--- config.mk ---
export PLATFORM = sky130hd
export DESIGN_NAME = fetch_issue
export DESIGN_NICKNAME = d
export VERILOG_FILES = /design/src/rtl/proc_pkg.sv /design/src/rtl/instr_fields.sv /design/src/rtl/fetch_issue.sv
export SDC_FILE = /design/constraint.sdc
export NUM_CORES = 1
export LEC_CHECK = 0
export CORE_MARGIN = 2
export CORE_UTILIZATION = 44
export DETAILED_ROUTE_END_ITERATION = 8
export PLACE_DENSITY = 0.86
export SETUP_SLACK_MARGIN = 0.4
export SLEW_MARGIN = 20
export SYNTH_ARGS = -nofsm -noshare
export SYNTH_HDL_FRONTEND = slang
export SYNTH_SLANG_ARGS = --single-unit
--- constraint.sdc ---
create_clock -name clk -period 1.7 [get_ports clk]
set_input_delay 0.34 -clock clk [delete_from_list [all_inputs] [get_ports clk]]
set_output_delay 0.34 -clock clk [all_outputs]
set_load 0.01 [all_outputs]
--- src/rtl/proc_pkg.sv ---
// Shared definitions for the 10-bit processor front end: opcodes, field positions,
// halt encoding and the fetch state type.
package proc_pkg;

  // Opcode values carried in instr[9:6]
  localparam logic [3:0] OP_RESULT   = 4'd0;
  localparam logic [3:0] OP_SETIMM   = 4'd1;
  localparam logic [3:0] OP_LOADQ    = 4'd2;
  localparam logic [3:0] OP_COMPARE  = 4'd3;
  localparam logic [3:0] OP_JUMPINIT = 4'd4;
  localparam logic [3:0] OP_INCR     = 4'd5;
  localparam logic [3:0] OP_IFDONE   = 4'd6;
  localparam logic [3:0] OP_STOREZ   = 4'd7;
  localparam logic [3:0] OP_SETARG   = 4'd8;
  localparam logic [3:0] OP_JUMPFP   = 4'd9;
  localparam logic [3:0] OP_SKIPNE1  = 4'd10;
  localparam logic [3:0] OP_PUSH     = 4'd11;
  localparam logic [3:0] OP_POP      = 4'd12;
  localparam logic [3:0] OP_SETTEMP  = 4'd13;
  localparam logic [3:0] OP_RETURN   = 4'd14;

  // Field bit positions within the instruction word
  localparam int unsigned OPCODE_MSB = 9;
  localparam int unsigned OPCODE_LSB = 6;
  localparam int unsigned FTO_MSB    = 5;
  localparam int unsigned FTO_LSB    = 1;
  localparam int unsigned OTZ_MSB    = 1;
  localparam int unsigned OTZ_LSB    = 0;
  localparam int unsigned ARG2_BIT   = 1;
  localparam int unsigned BIT0_BIT   = 0;

  // Opcode 0 with this function value halts the machine
  localparam logic [4:0] HALT_FUNC = 5'd4;

  typedef enum logic [2:0] {
    StIdle,
    StReq,
    StWait,
    StValid,
    StHalt
  } fetch_state_e;

  function automatic logic is_halt(input logic [3:0] op, input logic [4:0] func);
    return (op == OP_RESULT) && (func == HALT_FUNC);
  endfunction

endpackage

--- src/rtl/instr_fields.sv ---
// Combinational split of a 10-bit instruction word into decoder fields.
module instr_fields
  import proc_pkg::*;
(
  input  logic [9:0] instr,
  output logic [3:0] opcode,
  output logic [4:0] five_to_one,
  output logic [1:0] one_to_zero,
  output logic       arg2,
  output logic       bit0
);

  // Pure wiring; fields overlap on bits 1 and 0 by design
  always_comb begin
    opcode      = instr[OPCODE_MSB:OPCODE_LSB];
    five_to_one = instr[FTO_MSB:FTO_LSB];
    one_to_zero = instr[OTZ_MSB:OTZ_LSB];
    arg2        = instr[ARG2_BIT];
    bit0        = instr[BIT0_BIT];
  end

endmodule

--- src/rtl/fetch_issue.sv ---
// Fetch/issue stage: PC, synchronous instruction read, field split and valid/ready
// hand-off to the decoder, with branch redirect and halt parking.
module fetch_issue
  import proc_pkg::*;
#(
  parameter int unsigned PC_W     = 8,
  parameter int unsigned INSTR_W  = 10,
  parameter int unsigned RESET_PC = 0,
  parameter int unsigned HALT_PC  = 200
) (
  input  logic               clk,
  input  logic               rst_n,
  output logic [PC_W-1:0]    imem_addr,
  output logic               imem_rd,
  input  logic [INSTR_W-1:0] imem_rdata,
  output logic               instr_valid,
  input  logic               instr_ready,
  output logic [3:0]         opcode,
  output logic [4:0]         five_to_one,
  output logic [1:0]         one_to_zero,
  output logic               arg2,
  output logic               bit0,
  output logic [PC_W-1:0]    issue_pc,
  input  logic               branch_taken,
  input  logic [PC_W-1:0]    branch_target,
  output logic               halted
);

  fetch_state_e       state_q, state_d;
  logic [PC_W-1:0]    pc_q, pc_d;
  logic [PC_W-1:0]    issue_pc_q, issue_pc_d;
  logic [INSTR_W-1:0] ir_q, ir_d;
  logic               handshake;
  logic               halt_word;

  instr_fields u_fields (
    .instr       (ir_q),
    .opcode      (opcode),
    .five_to_one (five_to_one),
    .one_to_zero (one_to_zero),
    .arg2        (arg2),
    .bit0        (bit0)
  );

  assign handshake = (state_q == StValid) && instr_ready;
  assign halt_word = is_halt(opcode, five_to_one);

  // Next-state, PC and capture logic; halt beats redirect, redirect beats increment
  always_comb begin
    state_d    = state_q;
    pc_d       = pc_q;
    issue_pc_d = issue_pc_q;
    ir_d       = ir_q;
    unique case (state_q)
      StIdle: begin
        state_d = StReq;
        if (branch_taken) pc_d = branch_target;
      end
      StReq: begin
        state_d = StWait;
        // The read already launched returns during the repeated REQ and is never captured
        if (branch_taken) begin
          pc_d    = branch_target;
          state_d = StReq;
        end
      end
      StWait: begin
        if (branch_taken) begin
          pc_d    = branch_target;
          state_d = StReq;
        end else begin
          ir_d       = imem_rdata;
          issue_pc_d = pc_q;
          state_d    = StValid;
        end
      end
      StValid: begin
        if (handshake && halt_word) begin
          pc_d    = PC_W'(HALT_PC);
          state_d = StHalt;
        end else if (branch_taken) begin
          pc_d    = branch_target;
          state_d = StReq;
        end else if (handshake) begin
          pc_d    = pc_q + 1'b1;
          state_d = StReq;
        end
      end
      StHalt: begin
        state_d = StHalt;
      end
      default: begin
        state_d = StIdle;
      end
    endcase
  end

  // State register with synchronous active-low reset
  always_ff @(posedge clk) begin
    if (!rst_n) begin
      state_q    <= StIdle;
      pc_q       <= PC_W'(RESET_PC);
      issue_pc_q <= '0;
      ir_q       <= '0;
    end else begin
      state_q    <= state_d;
      pc_q       <= pc_d;
      issue_pc_q <= issue_pc_d;
      ir_q       <= ir_d;
    end
  end

  // Outputs come from registers or state decode only
  always_comb begin
    imem_addr   = pc_q;
    imem_rd     = (state_q == StReq);
    instr_valid = (state_q == StValid);
    halted      = (state_q == StHalt);
    issue_pc    = issue_pc_q;
  end

endmodule

Yosys cells after proc, flatten, opt, wreduce, memory -nomap -nowiden. Index checks and enable logic that the tools add are counted.

Register bits: 29. Input bits: 22. Output and inout port bits: 32. Word-level logic and storage cells: 33.

Add/subtract/negate cells: 1. Eq/ne operators: 7. Multiplexer cells: 11. Bitwise gates (word level): 1. Reduce and logical (&&, ||, !) cells: 9.

Operators by type and width (count): 8-bit 2-to-1 mux (4); 8-bit case mux with 2 select lines (1); 3-bit case mux with 5 select lines (1); 3-bit 2-to-1 mux (3); 8-bit by 1-bit adder with 8-bit output, second input constant (1); 3-bit by 2-bit == test with 1-bit output, second input constant (2); 5-bit by 3-bit == test with 1-bit output, second input constant (1); 4-bit logical NOT (1); 2-bit 2-to-1 mux (2); 4-bit by 1-bit != test with 1-bit output, second input constant (1); 3-bit by 1-bit == test with 1-bit output, second input constant (1); 3-bit == test, second input constant (1); 1-bit logical AND (3); 3-bit logical NOT (1); 3-bit AND reduction (1); 3-bit OR reduction (1); 2-bit by 1-bit != test with 1-bit output, second input constant (1); 2-bit AND reduction (1); 2-bit nonzero test (1); 1-bit NOT (1).

Longest topological paths before layout.
Word-level depth: 6. Depth in mapped cells: 7. Gate-level depth less buffers: 6.

Modules after synthesis. Synthesis repeated with hierarchy kept, for this count alone.

Cells, all modules: 191. Area total of the unflattened synthesis: 1582.8 um^2.

By module, submodules not included: fetch_issue (times used 1, cells an instance 178, area an instance 1485.2 um^2, seq. area each 580.6 um^2); instr_fields (times used 1, cells an instance 13, area an instance 97.6 um^2, seq. area each 0.0 um^2).

Least setup slack after synthesis. Ideal clock, no wire load.

Path type: register -> register. Start point: register pc_q[0] (netlist: imem_addr[0]). End point: register pc_q[4] (netlist: imem_addr[4]). Library setup time: 0.123 ns. Arrival time: 1.267 ns. Data required time: 1.577 ns. Slack: 0.310 ns. Stages on the path, launching flop included: 7. Path buffers: 0. Clock period less this slack: 1.390 ns. Cell sequence: dfxtp_1 > ha_1 > nand3_1 > xor2_1 > o21ai_0 > a221oi_1 > nor2_1.

Longest elaborated chain between the ends: 5.

Ends and longest elaborated chain: start: declaration (line fetch_issue.sv:30) `logic [PC_W-1:0] pc_q, pc_d;`; start signal: assignment (line fetch_issue.sv:102) `pc_q <= PC_W'(RESET_PC);`; start signal: assignment (line fetch_issue.sv:107) `pc_q <= pc_d;`; 8-bit by 1-bit adder with 8-bit output (line fetch_issue.sv:85) `pc_d = pc_q + 1'b1;`; 8-bit 2-to-1 mux (line fetch_issue.sv:84) `end else if (handshake) begin`; 8-bit 2-to-1 mux (line fetch_issue.sv:81) `end else if (branch_taken) begin`; 8-bit 2-to-1 mux (line fetch_issue.sv:78) `if (handshake && halt_word) begin`; 8-bit case mux with 2 select lines (line fetch_issue.sv:54) `unique case (state_q)`.

No other way between the ends. The select of a mux whose other input is x is not followed. A chain may end at the register's enable or synchronous reset.

Worst setup path after layout.
Start point: register state_q[0]. End point: output imem_rd.

Longest elaborated chain between the ends: 1.

Ends and longest elaborated chain: start: declaration (line fetch_issue.sv:29) `fetch_state_e state_q, state_d;`; start signal: assignment (line fetch_issue.sv:101) `state_q <= StIdle;`; start signal: assignment (line fetch_issue.sv:106) `state_q <= state_d;`; 3-bit by 1-bit == test with 1-bit output (line fetch_issue.sv:116) `imem_rd = (state_q == StReq);`; end: declaration (line fetch_issue.sv:14) `output logic imem_rd,`.

No other way between the ends.

==> results.md <==
### Synth
- leading register cell type out of synthesis: dfxtp_1
- library cells used by synthesis: 39
- number of storage elements in the synthesis netlist: 29
- number of enable flip-flop cells after synthesis: 0
- mean instance size in the synthesized netlist: 8.33 sq um
- fraction of the yosys area taken by sequential cells: 38.5%
- number of nets produced by synthesis: 204
- post-synthesis cell area: 1510 sq um
- fraction of synthesis flops using an asynchronous set or reset pin: 0%
- Post-Syn Instances: 181
- warnings from Yosys: 0

### Power
- power after layout: 1.57 mW
- leakage power figure: 1.08 nW
- power density normalized to cell area: 606 nW/um^2
- proportion of power drawn by flip-flops and latches: 46.5%
- proportion of total power due to net switching: 29.2%
- cell-internal power: 1.11 mW
- Clock power frac: 31.3%
- combinational share of power: 22.1%
- VDD IR max: 0.000388 V
- switching power of the nets: 458 uW

### Clock tree
- later-pin clock latency in the skew report: 0.34 ns
- maximum clock insertion buffer count: 2
- total number of H-tree levels: 2
- Clock Sink Count: 29
- number of CTS-inserted buffers: 5
- Hold-fix buffers, CTS: 0
- clock edge transition at the registers on the reported setup and hold paths: 0.10 ns
- root cell of the clock tree: clkbuf_4
- TritonCTS clock tree: done

### Detailed routing
- number of detailed-route iterations in the first pass: 4
- DR vias: 1753
- Routed Antenna Nets: 0
- Routed WL: 5770 um
- routed wire length per instance: 18.5 um
- number of remaining DRC errors: 0
- post-detailed-route via-to-cell ratio: 5.64
- DR iter-0 viols: 184

### STA
- final worst path period need: 1.48 ns
- RSZ-0062 raised after global routing: yes
- transition time at the pin with the least slew margin: 0.425 ns
- final slew viol count: 0
- Slew headroom: 71.5%
- Final setup violation count: 0
- Period Utilization, post-route: 87.1%
- hold_ws: 0.458 ns
- highest achievable clock rate: 0.675 GHz
- post-route clock skew: 0.0161 ns
- Final Hold Violating Endpoints: 0

### Final layout
- area used by multi-input combinational logic: 1060 sq um
- ANT cells: 0
- most common cell after layout, fill and taps aside: nand2_1
- commonest non-fill, non-tap cells in the layout: nand2_1, buf_4, clkdlybuf4s50_1
- fraction of layout cells with a size suffix above 1: 51.3%
- Area growth, synth to finish: 71.6%
- Filler Cells Inserted: 213
- sequential cell area: 643 sq um
- # nets final: 287

### Floorplan
- effective utilization at floorplan: 45.5%
- die area: 3910 sq um
- Ports: 54
- core region area: 3310 sq um
- number of standard-cell rows in the floorplan: 21
- width of the chip: 62.5 um
- height of the chip: 62.5 um

### Setup path
- logic depth of the worst register-to-register path: 6
- launch point of the critical path: state_q[0]
- maximum fanout encountered on the critical timing path: 4
- element type at the critical path end: output pin
- terminus of the critical flop-to-flop path: imem_addr[5]
- reg-to-reg startpoint: state_q[0]
- startpoint types: register
- data required time of the worst path: 1.36 ns
- start-to-end type of the worst setup path: register to output pin
- arrival time reported for the critical path endpoint: 1.14 ns
- reg-to-reg slack, setup: 0.24 ns
- endpoint of the most critical setup path: imem_rd

### Place
- final weighted congestion in routability-driven placement: 0.820
- Post-DP HPWL: 2700 um
- IO Port Bufs: 53

### Global route
- via count of the first global-routing pass: 1521
- GRT Util Overall: 23.9%
- pin count of the biggest net entering global routing: 29
- first-pass GRT wire length: 7400 um
- grt ovf: 0
- initial antenna violation count: 0

### Job
- number of maximum-capacitance violations: 0

### Outcome
- result of the run: finished clean

### Min path
- worst hold path type: register to register

[per-stage QoR]
stage	instances	instance area (sq um)	utilization, %	worst slack, ns	setup TNS (ns)
global route	311	2590	78.2	0.155	0
CTS	293	2410	72.7	0.158	0
detailed placement	278	2120	63.9	-0.220	-1.38
floorplan	181	1530	-	0.392	0
global placement	278	2120	63.9	-0.176	-1.09
finish	311	2590	78.2	0.219	0
[critical path, stage by stage, from the launching register on]
cell	delay [ns]
dfxtp_4	0.40
nor3b_2	0.22
buf_2	0.17
[per-layer routing]
layer	up-vias	part of all wire (%)	track usage, %	wire length [um]
li1	798	-	-	-
met4	0	3.3	11.7	189
met5	-	0	0	0
met3	18	7.1	6.85	410
met2	102	50	36.4	2910
met1	835	39	30.8	2260
[worst min-delay path by stage]
stage                        startpoint           to  slack (ns)  cells after the start
after floorplan           imem_rdata[4]      ir_q[4]        0.47                      2
after global placement      issue_pc[3]  issue_pc[3]        0.44                      2
after detailed placement    issue_pc[2]  issue_pc[2]        0.45                      2
after CTS                   issue_pc[2]  issue_pc[2]        0.46                      2
after global routing        issue_pc[3]  issue_pc[3]        0.49                      2
final                       issue_pc[0]  issue_pc[0]        0.46                      2
[sequential cells by signal, summed over array words and instances (netlist names)]
register and cells:
issue_pc 8, imem_addr 8, ir_q 10, state_q 3
[area by class of cell]
| class | count | share of cell area, % |
|---|---|---|
| clock buffer | 7 | 2.51 |
| sequential | 29 | 24.9 |
| timing repair buffer | 89 | 29.0 |
| clock inverter | 1 | 0.193 |
| tap | 46 | 2.22 |
| inverter | 3 | 0.435 |
| multi-input combinational | 136 | 40.8 |
[timing repair]
action | in CTS | in global routing
pin swaps | 11 | 31
buffers inserted | 6 | 16
hold endpoints to repair | 0 | 0
resized for setup | 117 | 89
endpoints found under the setup margin | 60 | 59
gates cloned | 1 | 2
[synthesized netlist by cell type (2+ instances only)]
cell / n / share of area [%]
nand2_1: 45 / 11
dfxtp_1: 29 / 39
a21boi_1: 18 / 9.0
nand3_1: 9 / 3.0
o21ai_0: 9 / 3.0
nor2_1: 8 / 2.0
buf_4: 7 / 3.5
a221oi_1: 4 / 2.3
clkbuf_1: 4 / 1.0
o211ai_1: 4 / 2.0
and3_1: 3 / 1.2
nand2b_1: 3 / 1.2
nor3_1: 3 / 1.0
xnor2_1: 3 / 1.7
a21oi_1: 2 / 0.66
buf_2: 2 / 0.66
inv_1: 2 / 0.50
nor3b_1: 2 / 1.0
nor4b_4: 2 / 3.2
o21a_1: 2 / 1.0
xor2_1: 2 / 1.2
[power groups by stage]
stage	combinational (mW)	clock, mW	sequential (mW)
3_5_place_dp	0.252	0	0.753
6_report	0.347	0.492	0.730
5_1_grt	0.367	0.543	0.734
2_1_floorplan	0.117	0	0.753
3_3_place_gp	0.250	0	0.753
4_1_cts	0.283	0.492	0.734
[logic make-up (layout without fill, tap and decap cells)]
group / count (synthesis) / count (layout) / share of synthesized area (%)
AOI/OAI and AO/OA: 46 / 47 / 22.6
xor gates and xnor gates: 5 / 5 / 2.91
adders and majority gates: 1 / 1 / 0.830
buffers and inverters: 18 / 100 / 6.97
DFF: 29 / 29 / 38.5
muxes: 1 / 1 / 0.747
and+or+nand+nor: 81 / 82 / 27.5
(Power assumes the default switching activity.)
